===== src/rtl/sort_stream_ctrl.sv =====
// sort_stream_ctrl: loads one block into the RAM sorter, starts it, then streams the sorted block out.
// Optional build macro SORT_DESCEND_EN: read the block back largest-first instead of smallest-first.
module sort_stream_ctrl #(
    parameter int DATA_WIDTH = 8,
    parameter int ADDR_WIDTH = 3
) (
    input  logic                  clk,
    input  logic                  rstn,
    input  logic [DATA_WIDTH-1:0] in_data,
    input  logic                  in_valid,
    output logic                  in_ready,
    output logic [DATA_WIDTH-1:0] out_data,
    output logic                  out_valid,
    input  logic                  out_ready,
    output logic                  busy,
    output logic [ADDR_WIDTH-1:0] srt_radd,
    output logic [DATA_WIDTH-1:0] srt_datain,
    output logic                  srt_wrin,
    output logic                  srt_rd,
    output logic                  srt_s,
    input  logic                  srt_done,
    input  logic [DATA_WIDTH-1:0] srt_dout
);
    localparam int DEPTH = 2 ** ADDR_WIDTH;
    localparam logic [ADDR_WIDTH:0] LAST_CNT = (ADDR_WIDTH + 1)'(DEPTH - 1);

    typedef enum logic [2:0] {LOAD, START, WAIT, RELEASE, RADDR, RDATA} state_t;

    state_t                r_state;
    logic [ADDR_WIDTH:0]   r_cnt;
    logic                  r_in_ready;
    logic [DATA_WIDTH-1:0] r_out_data;
    logic                  r_out_valid;
    logic                  r_busy;
    logic [ADDR_WIDTH-1:0] r_radd;
    logic [DATA_WIDTH-1:0] r_datain;
    logic                  r_wrin;
    logic                  r_rd;
    logic                  r_s;

    logic                  w_in_hs;
    logic                  w_out_hs;
    logic                  w_last;
    logic [ADDR_WIDTH:0]   w_cnt_next;

    assign w_in_hs    = in_valid & r_in_ready;
    assign w_out_hs   = r_out_valid & out_ready;
    assign w_last     = (r_cnt == LAST_CNT);
    assign w_cnt_next = r_cnt + 1'b1;

    // The sorter leaves the RAM ascending, so descending order just walks the addresses backwards.
    function automatic logic [ADDR_WIDTH-1:0] readAddr(input logic [ADDR_WIDTH-1:0] c);
`ifdef SORT_DESCEND_EN
        return ADDR_WIDTH'(DEPTH - 1) - c;
`else
        return c;
`endif
    endfunction

    always_ff @(posedge clk or negedge rstn) begin
        if (!rstn) begin
            r_state     <= LOAD;
            r_cnt       <= '0;
            r_in_ready  <= 1'b0;
            r_out_data  <= '0;
            r_out_valid <= 1'b0;
            r_busy      <= 1'b0;
            r_radd      <= '0;
            r_datain    <= '0;
            r_wrin      <= 1'b0;
            r_rd        <= 1'b0;
            r_s         <= 1'b0;
        end else begin
            case (r_state)
                LOAD: begin
                    r_in_ready <= 1'b1;
                    r_wrin     <= 1'b0;
                    if (w_in_hs) begin
                        r_radd   <= r_cnt[ADDR_WIDTH-1:0];
                        r_datain <= in_data;
                        r_wrin   <= 1'b1;
                        r_cnt    <= w_cnt_next;
                        r_busy   <= 1'b1;
                        if (w_last) begin
                            r_in_ready <= 1'b0;
                            r_state    <= START;
                        end
                    end
                end
                START: begin
                    r_wrin  <= 1'b0;
                    r_s     <= 1'b1;
                    r_state <= WAIT;
                end
                WAIT: begin
                    if (srt_done) begin
                        r_s     <= 1'b0;
                        r_state <= RELEASE;
                    end
                end
                RELEASE: begin
                    r_cnt   <= '0;
                    r_rd    <= 1'b1;
                    r_radd  <= readAddr('0);
                    r_state <= RADDR;
                end
                // Sorter read data is valid while the address is presented, so capture on leaving RADDR.
                RADDR: begin
                    r_out_data  <= srt_dout;
                    r_out_valid <= 1'b1;
                    r_state     <= RDATA;
                end
                RDATA: begin
                    if (w_out_hs) begin
                        r_out_valid <= 1'b0;
                        if (w_last) begin
                            r_cnt      <= '0;
                            r_rd       <= 1'b0;
                            r_busy     <= 1'b0;
                            r_in_ready <= 1'b1;
                            r_state    <= LOAD;
                        end else begin
                            r_cnt   <= w_cnt_next;
                            r_radd  <= readAddr(w_cnt_next[ADDR_WIDTH-1:0]);
                            r_state <= RADDR;
                        end
                    end
                end
                default: r_state <= LOAD;
            endcase
        end
    end

    assign in_ready   = r_in_ready;
    assign out_data   = r_out_data;
    assign out_valid  = r_out_valid;
    assign busy       = r_busy;
    assign srt_radd   = r_radd;
    assign srt_datain = r_datain;
    assign srt_wrin   = r_wrin;
    assign srt_rd     = r_rd;
    assign srt_s      = r_s;

endmodule


===== config.mk =====
export PLATFORM = sky130hd
export DESIGN_NAME = sort_stream_ctrl
export DESIGN_NICKNAME = d
export VERILOG_FILES = /design/src/rtl/sort_stream_ctrl.sv
export SDC_FILE = /design/constraint.sdc
export NUM_CORES = 1
export LEC_CHECK = 0
export ABC_AREA = 1
export BUFFER_PORTS_ARGS = -buffer_cell sky130_fd_sc_hd__buf_2
export CORE_MARGIN = 8
export CORE_UTILIZATION = 41
export CTS_CLUSTER_DIAMETER = 200
export DETAILED_ROUTE_END_ITERATION = 16
export PLACE_DENSITY = 0.66
export RECOVER_POWER = 50
export SYNTH_ARGS = -nofsm -noshare
export SYNTH_HDL_FRONTEND = slang
export SYNTH_SLANG_ARGS = --single-unit
export TNS_END_PERCENT = 1

===== constraint.sdc =====
create_clock -name clk -period 1.8 [get_ports clk]
set_input_delay 0.36 -clock clk [delete_from_list [all_inputs] [get_ports clk]]
set_output_delay 0.36 -clock clk [all_outputs]
set_load 0.02 [all_outputs]

Yosys cells after proc, flatten, opt, wreduce, memory -nomap -nowiden
Index checks and enable logic that the tools add are counted.
{"block": "totals", "word_cells": 72, "ram_bits": 0, "out_inout_bits": 25, "input_bits": 21, "latchBits": 0, "reg_bits": 32, "mem_count": 0, "romBits": 0}
{"block": "op_classes", "n_addsub": 1, "bitwise_logic": 2, "reduce_logical": 16, "eq_ne": 12, "div": 0, "order_cmp": 0, "muxes": 30, "shifts": 0, "n_mul": 0}
{"operator": "two-way mux 3 bit", "n": 8}
{"operator": "case mux 3 bit (6 select lines)", "n": 1}
{"operator": "two-way mux 4 bit", "n": 3}
{"operator": "!= test 2 bit, second input constant", "n": 6}
{"operator": "case mux 1 bit (2 select lines)", "n": 6}
{"operator": "case mux 4 bit (3 select lines)", "n": 1}
{"operator": "AND reduction 4 bit", "n": 3}
{"operator": "two-way mux 1 bit", "n": 10}
{"operator": "nonzero test 2 bit", "n": 5}
{"operator": "case mux 3 bit (3 select lines)", "n": 1}
{"operator": "AND reduction 3 bit", "n": 3}
{"operator": "== test 3 x 2 -> 1 bit, second input constant", "n": 2}
{"operator": "== test 3 bit, second input constant", "n": 2}
{"operator": "AND reduction 2 bit", "n": 3}
{"operator": "adder 4 x 1 -> 4 bit, second input constant", "n": 1}
{"operator": "== test 4 x 3 -> 1 bit, second input constant", "n": 1}
{"operator": "== test 3 x 1 -> 1 bit, second input constant", "n": 1}
{"operator": "zero test 3 bit", "n": 1}
{"operator": "nonzero test 3 bit", "n": 1}
{"operator": "AND 1 bit", "n": 2}

Depth between registers and ports, before layout
Gate-level depths: netlist of run 1.
{"block": "depth", "depth_word": 4, "mapped_depth": 8, "mapped_depth_nobuf": 8}

Worst setup path after synthesis of run 1
Ideal clock, no wire load.
{"block": "synth_timing", "path_type": "register to register", "start": "register r_cnt[0]", "end": "register r_radd[0] (netlist: srt_radd[0])", "stages_incl_launch_ff": 8, "required_ps": 1677, "setup_time_ps": 123, "slack_ps": 504, "arrival_time_ps": 1173, "path_buffers": 0, "path_cell_list": "dfrtp_1 > ha_1 > nand3_1 > inv_1 > nand2_1 > nand2_1 > o21ai_0 > nand2_1"}
{"block": "synth_between", "elab_chain_cells": 4, "elab_cells_between_ends": 8}
{"element": "start: declaration", "line": "30", "rtl": "logic [ADDR_WIDTH:0] r_cnt;"}
{"element": "start signal: assignment", "line": "82", "rtl": "r_cnt <= w_cnt_next;"}
{"element": "start signal: assignment", "line": "123", "rtl": "r_cnt <= w_cnt_next;"}
{"element": "adder 4 x 1 -> 4 bit", "line": "49", "rtl": "assign w_cnt_next = r_cnt + 1'b1;"}
{"element": "two-way mux 3 bit", "line": "116", "rtl": "if (w_last) begin"}
{"element": "two-way mux 3 bit", "line": "114", "rtl": "if (w_out_hs) begin"}
{"element": "case mux 3 bit (3 select lines)", "line": "74", "rtl": "case (r_state)"}
{"element": "end signal: assignment", "line": "79", "rtl": "r_radd <= r_cnt[ADDR_WIDTH-1:0];"}
{"element": "end signal: assignment", "line": "104", "rtl": "r_radd <= readAddr('0);"}
{"element": "end signal: assignment", "line": "124", "rtl": "r_radd <= readAddr(w_cnt_next[ADDR_WIDTH-1:0]);"}
{"element": "end: declaration", "line": "35", "rtl": "logic [ADDR_WIDTH-1:0] r_radd;"}
Several ways; a longest one is shown, not always the timed one. The select of a mux whose other input is x is not followed.
A chain may end at the register's enable or synchronous reset.

Worst setup path after layout of run 1
{"block": "layout_timing", "start": "register r_cnt[0]", "end": "register r_radd[1] (netlist: srt_radd[1])"}
Same word-level chain as after synthesis.

==> results.md, run 1 <==
- Via count: 1,272
- Vias in the first global route: 1,302
- Root Buffer: clkbuf_4
- Status: finished clean
- Die Area: 5800 µm²
- Fmax: 668 MHz
- Die X: 76.2 µm
- Most common cell after layout, fill and taps aside: nand2_1
- RSZ-0062 raised after global routing: false
- Routability cong.: 0.807
- # fillers: 387
- WHS: 0.0904 ns
- Largest net degree at the start of global routing: 33
- N_diodes: 0
- Static Leak: 0.992 nW
- Tightest Hold Check Type: in -> async
- Synthesized area: 1480 µm²
- Clk buf depth: 2
- Crit path kind: reg -> reg
- Slew Limit Headroom: 47.6%
- Cells after Synth: 169
- Critical path peak fanout: 5
- Register area: 801 µm²
- Startpoint types: register
- Starting Density: 41.5%
- H-tree levels: 2
- Post_cts resized: 0
- I/O pin total: 46
- Final worst path period share: 83.1%
- PwrDens: 1880 nW/µm²
- Setup Slack @ Placement: 0.330 ns
- Port Buffers: 45
- Initial DRC count: 70
- DR DRC count: 0
- CTS tree: done
- Maxcap violations: 0
- Req. time, crit path: 2.01 ns
- Slew Limit Fails: 0
- Initial antenna violation count: 0
- Total negative slack: 0 ns
- First-pass GRT wire length: 5.95 mm
- Vias/cell: 4.73
- Clock Skews: 0.0151 ns
- Syn nets: 191
- Clock Latency Late Sink: 0.33 ns
- Cell Rows: 22
- Yosys reg bits: 32
- Worst VDD drop: 0.000959 V
- Worst-path clk slew: 0.10 ns
- Yosys warns: 0
- Total track usage: 12.1%
- Total grt overflow: 0
- Final Hold Viols: 0
- Syn avg cell area: 8.78 µm²
- Final wirelength: 3.34 mm
- Area of the multi-input gates: 626 µm²
- Setup slack after layout: 0.304 ns
- WL per Instance: 12.4 µm
- Synth cell types: 20
- Dpl hpwl: 2.57 mm
- Drt pass-1 iters: 4
- Crit end category: register
- Final nets: 243
- Share of cells above drive strength 1: 29.4%
- Final antenna-violating net count: 0
- WP data arrival: 1.71 ns
- Fin crit period: 1.50 ns
- Most frequent cells in the layout: nand2_1, buf_2, dfrtp_1
- Setup bufs post-CTS: 0
- CTS Hold Bufs: 0
- Register area share after synthesis: 54.0%
- Area growth syn-to-layout: 22.7%
- Die Y: 76.2 µm
- Worst slew pin tran: 0.786 ns
- Clock tree sinks: 32
- Total CTS buffers: 5
- # setup viols final: 0
- Core area: 3580 µm²
==> synthesized netlist by cell type <==
cell type / n / area (µm²)
nand2_1: 69 / 259
dfrtp_1: 32 / 801
nand3_1: 13 / 65.1
inv_1: 9 / 33.8
mux2_2: 8 / 90.1
o21ai_0: 8 / 40.0
nand2_2: 5 / 31.3
nand3_2: 4 / 40.0
nor2_1: 4 / 15.0
o21ai_1: 4 / 20.0
inv_2: 3 / 11.3
nor2_2: 2 / 12.5
a21oi_1: 1 / 5.00
clkinv_1: 1 / 3.75
ha_1: 1 / 12.5
inv_4: 1 / 6.26
nand3_4: 1 / 17.5
nand4_1: 1 / 6.26
nor3_1: 1 / 5.00
xor2_1: 1 / 8.76
==> state kept, by name, summed over array words and instances, names as in the netlist, 3 cells and up <==
name and flops:
out_data 8, srt_datain 8, r_cnt 4, r_state 3
srt_radd 3
==> path summary, 6_finish.rpt <==
path	startpoint	endpoint	slack, ns	depth (start not counted)
hold reg to reg	busy$_DFFE_PN0P_	busy$_DFFE_PN0P_	0.48	2
min in group clk	in_data[1]	srt_datain[1]$_DFFE_PN0P_	0.26	3
hold / removal	rstn	r_cnt[2]$_DFFE_PN0P_	0.09	1
max in group asynchronous	rstn	r_state[2]$_DFFE_PN0P_	1.20	1
setup / recovery	r_cnt[0]$_DFFE_PN0P_	srt_radd[1]$_DFFE_PN0P_	0.30	7
setup reg to reg	r_cnt[0]$_DFFE_PN0P_	srt_radd[1]$_DFFE_PN0P_	0.30	7
==> through the flow <==
| step | area [µm²] | utilization (%) | power (mW) | std cells |
|---|---|---|---|---|
| 2_1_floorplan | 1480 | - | 2.50 | 169 |
| 3_3_place_gp | 1770 | 49.4 | 3.00 | 262 |
| 3_5_place_dp | 1770 | 49.4 | 3.04 | 262 |
| 4_1_cts | 1830 | 51.3 | 3.50 | 269 |
| 5_1_grt | 1820 | 50.9 | 3.75 | 269 |
| 6_report | 1820 | 50.9 | 3.42 | 269 |
==> layer usage <==
layer	part of all wire (%)	up-vias	global-route usage (%)	wire length (µm)
met2	47	24	18.9	1570
met3	3.9	6	4.36	129
met4	1.1	0	3.65	38
met1	48	595	15.1	1600
li1	-	647	-	-
met5	0	-	0	0
==> critical path, stage by stage (launching register included) <==
cell and delay (ns):
dfrtp_1 0.44, ha_1 0.25, nand3_1 0.18, inv_1 0.07, nand2_1 0.10, nand2_1 0.11
o21ai_0 0.16, nand2_1 0.07
==> kinds of logic (layout without fill, tap and decap cells) <==
| family | count (synthesis) | in the layout | share of synthesized area, % |
|---|---|---|---|
| simple gates | 100 | 100 | 30.4 |
| flops | 32 | 32 | 54.0 |
| fa+ha+maj | 1 | 1 | 0.843 |
| buf+inv | 14 | 66 | 3.71 |
| xor+xnor | 1 | 1 | 0.590 |
| mux | 8 | 8 | 6.07 |
| compound gates | 13 | 13 | 4.38 |
==> power breakdown <==
group	internal (mW)	switching [mW]	leakage [nW]
clock network	0.221	0.235	0.0374
logic	0.564	1.12	0.569
registers	1.05	0.232	0.385
total	1.83	1.59	0.992
==> area by class of cell <==
class | instances | share of cell area, %
repair buffers | 45 | 11.8
inverters | 14 | 3.02
well taps | 48 | 3.30
multi-input cells | 123 | 34.4
flip-flops and latches | 32 | 44.0
clock buffers | 7 | 3.57
Note: power is estimated with default switching activity, not from simulation.
==> run 2: changes to the inputs <==
==> constraint.sdc (replaced) <==
create_clock -name clk -period 1.6 [get_ports clk]
set_input_delay 0.32 -clock clk [delete_from_list [all_inputs] [get_ports clk]]
set_output_delay 0.32 -clock clk [all_outputs]
set_load 0.02 [all_outputs]
==> results.md, run 2 (synthesized netlist as in run 1, its figures left out) <==
- Worst R2R End: srt_radd[1]$_DFFE_PN0P_ (unchanged)
- Slowest cell on the critical path: dfrtp_1 (unchanged)
- R2R Path Start: r_cnt[0]$_DFFE_PN0P_ (unchanged)
- CP Launch Point: r_cnt[0]$_DFFE_PN0P_ (unchanged)
- DR DRC count: 0 (unchanged)
- WHS: 0.219 ns (was 0.0904 ns)
- Most common cell after layout, fill and taps aside: nand2_1 (unchanged)
- Power Internal: 2.07 mW (was 1.83 mW)
- First-pass GRT wire length: 5.69 mm (was 5.95 mm)
- Reg2Reg Depth: 7 (unchanged)
- N_diodes: 0 (unchanged)
- Total negative slack: 0 ns (unchanged)
- Comb power frac: 49.5% (was 49.3%)
- Fmax: 706 MHz (was 668 MHz)
- Clock network fraction of design power: 13.2% (was 13.3%)
- Clock Skews: 0.00761 ns (was 0.0151 ns)
- Status: finished clean (unchanged)
- Die Area: 5800 µm² (unchanged)
- Crit path kind: reg -> reg (unchanged)
- Worst-path clk slew: 0.10 ns (about the same)
- Die Y: 76.2 µm (unchanged)
- Post-DP Area: 1780 µm² (was 1770 µm²)
- Starting Density: 41.5% (unchanged)
- Root Buffer: clkbuf_4 (unchanged)
- Seq pwr share: 37.3% (was 37.4%)
- Final wirelength: 3.31 mm (was 3.34 mm)
- Final Core Density: 51.5% (was 50.9%)
- CP bufs+invs: 1 (unchanged)
- RSZ-0062 raised after global routing: false (unchanged)
- Via count: 1,260 (was 1,272)
- Critical path peak fanout: 5 (unchanged)
- Most frequent cells in the layout: nand2_1, buf_2, dfrtp_1 (unchanged)
- H-tree levels: 2 (unchanged)
- Routability cong.: 0.808 (was 0.807)
- Worst path max stage delay: 0.43 ns (was 0.44 ns)
- Die X: 76.2 µm (unchanged)
- Net Sw Power: 1.79 mW (was 1.59 mW)
- Final nets: 245 (was 243)
- Clock Latency Late Sink: 0.33 ns (about the same)
- WL per Instance: 12.2 µm (was 12.4 µm)
- Sw Share: 46.3% (was 46.4%)
- Clock tree sinks: 32 (unchanged)
- Share of cells above drive strength 1: 30.5% (was 29.4%)
- Area growth syn-to-layout: 24.2% (was 22.7%)
- Initial DRC count: 81 (was 70)
- Total grt overflow: 0 (unchanged)
- Drt pass-1 iters: 4 (unchanged)
- I/O pin total: 46 (unchanged)
- Finished Layout Cells: 271 (was 269)
- Clk buf depth: 2 (unchanged)
- CTS tree: done (unchanged)
- Final Hold Viols: 0 (unchanged)
- PwrDens: 2100 nW/µm² (was 1880 nW/µm²)
- Setup bufs post-CTS: 0 (unchanged)
- Req. time, crit path: 1.82 ns (was 2.01 ns)
- Total CTS buffers: 5 (unchanged)
- Delay-heaviest family, CP: flip-flops (was simple AND/OR/NAND/NOR gates)
- R2r setup slk: 0.18 ns (was 0.30 ns)
- Final worst path period share: 88.5% (was 83.1%)
- Placed cells: 263 (was 262)
- Worst VDD drop: 0.000975 V (was 0.000959 V)
- Startpoint types: register (unchanged)
- Vias/cell: 4.65 (was 4.73)
- Worst setup path endpoint: srt_radd[1]$_DFFE_PN0P_ (unchanged)
- Crit end category: register (unchanged)
- Cell Rows: 22 (unchanged)
- # setup viols final: 0 (unchanged)
- Slew Limit Headroom: 48.7% (was 47.6%)
- Core area: 3580 µm² (unchanged)
- Final Cell Area: 1840 µm² (was 1820 µm²)
- Most frequent CP cell: nand2_1 (unchanged)
- Dpl hpwl: 2.53 mm (was 2.57 mm)
- Fin crit period: 1.42 ns (was 1.50 ns)
- Total track usage: 11.7% (was 12.1%)
- WP data arrival: 1.64 ns (was 1.71 ns)
- Static Leak: 1.00 nW (was 0.992 nW)
- Slew Limit Fails: 0 (unchanged)
- Maxcap violations: 0 (unchanged)
- Tightest Hold Check Type: in -> reg (was in -> async)
- Port Buffers: 45 (unchanged)
- Initial antenna violation count: 0 (unchanged)
- Worst slew pin tran: 0.769 ns (was 0.786 ns)
- Final antenna-violating net count: 0 (unchanged)
- Crit-path cells: ha_1 > nand3_2 > inv_1 > nand2_1 > nand2_1 > o21ai_0 > nand2_1 (was ha_1 > nand3_1 > inv_1 > nand2_1 > nand2_1 > o21ai_0 > nand2_1)
- Critical path depth in cells: 7 (unchanged)
- Largest net degree at the start of global routing: 33 (unchanged)
- Vias in the first global route: 1,303 (was 1,302)
==> run 2: what timing repair did <==
| item | 4_1_cts | 5_1_grt |
|---|---|---|
| setup endpoints to repair | 0 | 3 |
| hold buffers | 1 | 0 |
| hold endpoints to repair | 4 | 0 |
| resized for setup | 0 | 3 |
==> run 2: worst min-delay path, stage by stage <==
cell and delay, ns:
buf_2 0.08, nand3_1 0.06, nand2_1 0.06
==> run 2: layer usage <==
| metal | wire length (µm) | track usage [%] | vias to the layer above |
|---|---|---|---|
| met4 | 39 | 5.38 | 0 |
| met5 | 0 | 0 | - |
| li1 | - | - | 653 |
| met1 | 1530 | 13.9 | 567 |
| met3 | 143 | 3.42 | 5 |
| met2 | 1600 | 18.9 | 35 |
==> run 2: worst min-delay path by stage <==
stage / slack (ns) / cells past startpoint / from / endpoint
2_1_floorplan: 0.02 / 0 / rstn / busy$_DFFE_PN0P_
3_3_place_gp: 0.37 / 2 / rstn / out_data[7]$_DFFE_PN0P_
3_5_place_dp: 0.36 / 2 / rstn / srt_radd[0]$_DFFE_PN0P_
4_1_cts: 0.21 / 3 / in_data[3] / srt_datain[3]$_DFFE_PN0P_
5_1_grt: 0.21 / 3 / in_data[7] / srt_datain[7]$_DFFE_PN0P_
6_report: 0.22 / 3 / in_data[5] / srt_datain[5]$_DFFE_PN0P_
==> run 2: cell type report <==
type,instances,area [µm²]
fill,373,1740
sequential,32,801
multi-input combinational,123,633
timing repair buffer,47,229
clock buffer,7,65.1
tap,48,60.1
inverter,14,55.1
==> run 2: power by group through the flow <==
| stage | sequential (mW) | combinational, mW | clock, mW |
|---|---|---|---|
| floorplan | 1.79 | 1.02 | 0 |
| global placement | 1.44 | 1.94 | 0 |
| detailed placement | 1.45 | 1.96 | 0 |
| CTS | 1.44 | 1.96 | 0.531 |
| global route | 1.50 | 2.16 | 0.565 |
| finish | 1.44 | 1.91 | 0.510 |
==> run 2: stage by stage <==
| step | total power, mW | setup WS (ns) |
|---|---|---|
| 6_report | 3.86 | 0.184 |
| 5_1_grt | 4.23 | 0.0268 |
| 4_1_cts | 3.94 | 0.110 |
| 3_3_place_gp | 3.38 | 0.222 |
| 2_1_floorplan | 2.81 | 0.304 |
| 3_5_place_dp | 3.41 | 0.131 |
==> run 3: changes to the inputs <==
--- a/config.mk
+++ b/config.mk
@@ -11,6 +11,7 @@
 export CORE_UTILIZATION = 41
 export CTS_CLUSTER_DIAMETER = 200
 export DETAILED_ROUTE_END_ITERATION = 16
+export GPL_TIMING_DRIVEN = 0
 export PLACE_DENSITY = 0.66
 export RECOVER_POWER = 50
 export SYNTH_ARGS = -nofsm -noshare
==> constraint.sdc (replaced) <==
create_clock -name clk -period 1.5 [get_ports clk]
set_input_delay 0.3 -clock clk [delete_from_list [all_inputs] [get_ports clk]]
set_output_delay 0.3 -clock clk [all_outputs]
set_load 0.02 [all_outputs]
==> results.md, run 3 (synthesized netlist as in run 1, its figures left out) <==
- Worst VDD drop: 0.00103 V (was 0.000975 V)
- Largest net degree at the start of global routing: 33 (unchanged)
- Via count: 1,276 (was 1,260)
- WL per Instance: 11.6 µm (was 12.2 µm)
- Power Internal: 2.21 mW (was 2.07 mW)
- PwrDens: 2230 nW/µm² (was 2100 nW/µm²)
- Initial antenna violation count: 0 (unchanged)
- Drt pass-1 iters: 4 (unchanged)
- Clk buf depth: 2 (unchanged)
- Clock tree sinks: 32 (unchanged)
- Final antenna-violating net count: 0 (unchanged)
- Seq pwr share: 37.3% (about the same)
- Total grt overflow: 0 (unchanged)
- Routability cong.: 0.809 (was 0.808)
- Comb power frac: 50.5% (was 49.5%)
- # setup viols final: 0 (unchanged)
- Core area: 3580 µm² (unchanged)
- Initial DRC count: 48 (was 81)
- Area growth syn-to-layout: 24.0% (was 24.2%)
- Fin crit period: 1.39 ns (was 1.42 ns)
- Final Hold Viols: 0 (unchanged)
- Maxcap violations: 0 (unchanged)
- Root Buffer: clkbuf_4 (unchanged)
- Crit path kind: reg -> reg (unchanged)
- Tightest Hold Check Type: in -> async (was in -> reg)
- Slew Limit Headroom: 48.7% (about the same)
- Slowest cell on the critical path: dfrtp_1 (unchanged)
- Static Leak: 0.997 nW (was 1.00 nW)
- Final nets: 245 (unchanged)
- First-pass GRT wire length: 5.64 mm (was 5.69 mm)
- Post-DP Area: 1770 µm² (was 1780 µm²)
- DR DRC count: 0 (unchanged)
- Most frequent cells in the layout: nand2_1, buf_2, dfrtp_1 (unchanged)
- Most common cell after layout, fill and taps aside: nand2_1 (unchanged)
- Dpl hpwl: 2.44 mm (was 2.53 mm)
- Final worst path period share: 92.5% (was 88.5%)
- Startpoint types: register (unchanged)
- CTS tree: done (unchanged)
- Starting Density: 41.5% (unchanged)
- Final Core Density: 51.4% (was 51.5%)
- I/O pin total: 46 (unchanged)
- Critical path peak fanout: 5 (unchanged)
- Crit end category: register (unchanged)
- # fillers: 369 (was 373)
- Worst-path clk slew: 0.10 ns (about the same)
- Vias/cell: 4.69 (was 4.65)
- WP data arrival: 1.60 ns (was 1.64 ns)
- Fmax: 721 MHz (was 706 MHz)
- Final wirelength: 3.16 mm (was 3.31 mm)
- Clock Latency Late Sink: 0.33 ns (about the same)
- Die X: 76.2 µm (unchanged)
- Clock Skews: 0.00852 ns (was 0.00761 ns)
- Worst slew pin tran: 0.770 ns (was 0.769 ns)
- Area of the multi-input gates: 636 µm² (was 633 µm²)
- Placed cells: 262 (was 263)
- Sw Share: 46.2% (was 46.3%)
- Status: finished clean (unchanged)
- Final Cell Area: 1840 µm² (about the same)
- Net Sw Power: 1.89 mW (was 1.79 mW)
- Worst path max stage delay: 0.43 ns (about the same)
- Port Buffers: 45 (unchanged)
- Total track usage: 11.5% (was 11.7%)
- Crit-path cells: ha_1 > nand3_2 > inv_1 > nand2_1 > nand2_2 > o21ai_0 > nand2_1 (was ha_1 > nand3_2 > inv_1 > nand2_1 > nand2_1 > o21ai_0 > nand2_1)
- N_diodes: 0 (unchanged)
- Die Y: 76.2 µm (unchanged)
- Finished Layout Cells: 272 (was 271)
- Total CTS buffers: 5 (unchanged)
- Reg2Reg Depth: 7 (unchanged)
- Vias in the first global route: 1,321 (was 1,303)
- Most frequent CP cell: nand2_1 (unchanged)
- Die Area: 5800 µm² (unchanged)
- Cell Rows: 22 (unchanged)
- Register area: 802 µm² (was 801 µm²)
- Share of cells above drive strength 1: 31.3% (was 30.5%)
- Req. time, crit path: 1.72 ns (was 1.82 ns)
- Slew Limit Fails: 0 (unchanged)
- H-tree levels: 2 (unchanged)
- Clock network fraction of design power: 12.2% (was 13.2%)
==> run 3: cell count changes in the layout (fill, tap and decap cells not counted) <==
cell           before  now
buf_4               0    2
clkbuf_1            9   11
o21ai_0             6    7
nand2_2             5    6
dfrtp_1            32   31
dlygate4sd3_1       1    0
clkbuf_8            2    1
o21ai_1             6    5
nand2_1            69   68
buf_2              36   35
dfrtp_2             0    1
==> run 3: area by class of cell <==
type	count	share of cell area, %
Clock buffer	8	3.20
Inverter	14	2.99
Multi-Input combinational cell	123	34.5
Sequential cell	32	43.6
Tap cell	48	3.26
Timing Repair Buffer	47	12.4
==> run 3: critical path, delay by kind of cell, from the launching register on <==
kind | cells | cell delay, ns
AO/OA/AOI/OAI | 1 | 0.15
AND/OR/NAND/NOR | 4 | 0.40
adder cells (fa/ha/maj) | 1 | 0.25
buffers and inverters | 1 | 0.05
flip-flops | 1 | 0.43
==> run 3: worst paths after layout <==
kind                                            from                        end  slack (ns)
setup / recovery                r_cnt[0]$_DFFE_PN0P_    srt_radd[1]$_DFFE_PN0P_        0.11
hold / removal                                  rstn       r_cnt[2]$_DFFE_PN0P_        0.03
setup reg to reg                r_cnt[0]$_DFFE_PN0P_    srt_radd[1]$_DFFE_PN0P_        0.11
hold reg to reg            srt_datain[6]$_DFFE_PN0P_  srt_datain[6]$_DFFE_PN0P_        0.48
max in group asynchronous                       rstn     r_state[2]$_DFFE_PN0P_        0.93
min in group clk                          in_data[6]  srt_datain[6]$_DFFE_PN0P_        0.20
==> run 3: routing by layer <==
metal / up-vias / share of wire [%] / global-route usage [%]
met2: 26 / 48 / 19.2
met4: 0 / 1.1 / 3.46
met1: 591 / 45 / 12.9
met3: 6 / 5.3 / 4.83
met5: - / 0 / 0
li1: 653 / - / -
==> run 3: power groups by stage <==
stage | clock network (mW) | registers, mW | logic [mW]
final | 0.500 | 1.53 | 2.07
after global routing | 0.555 | 1.59 | 2.36
after CTS | 0.521 | 1.53 | 2.08
after detailed placement | 0 | 1.54 | 2.08
after global placement | 0 | 1.54 | 2.06
after floorplan | 0 | 1.90 | 1.09
==> run 3: stage by stage <==
| stage | power [mW] | worst slack [ns] | hold WS [ns] | TNS (ns) |
|---|---|---|---|---|
| floorplan | 2.99 | 0.204 | 0.00441 | 0 |
| detailed placement | 3.62 | 0.0406 | 0.393 | 0 |
| global route | 4.50 | -0.00841 | 0.0893 | -0.0107 |
| global placement | 3.59 | 0.0433 | 0.400 | 0 |
| CTS | 4.13 | 0.0201 | 0.0269 | 0 |
| finish | 4.10 | 0.113 | 0.0320 | 0 |
==> run 3: timing repair <==
item / 4_1_cts / 5_1_grt
gates resized for setup: 0 / 4
buffers inserted: 0 / 2
setup endpoints to repair: 0 / 6
hold buffers: 0 / 0
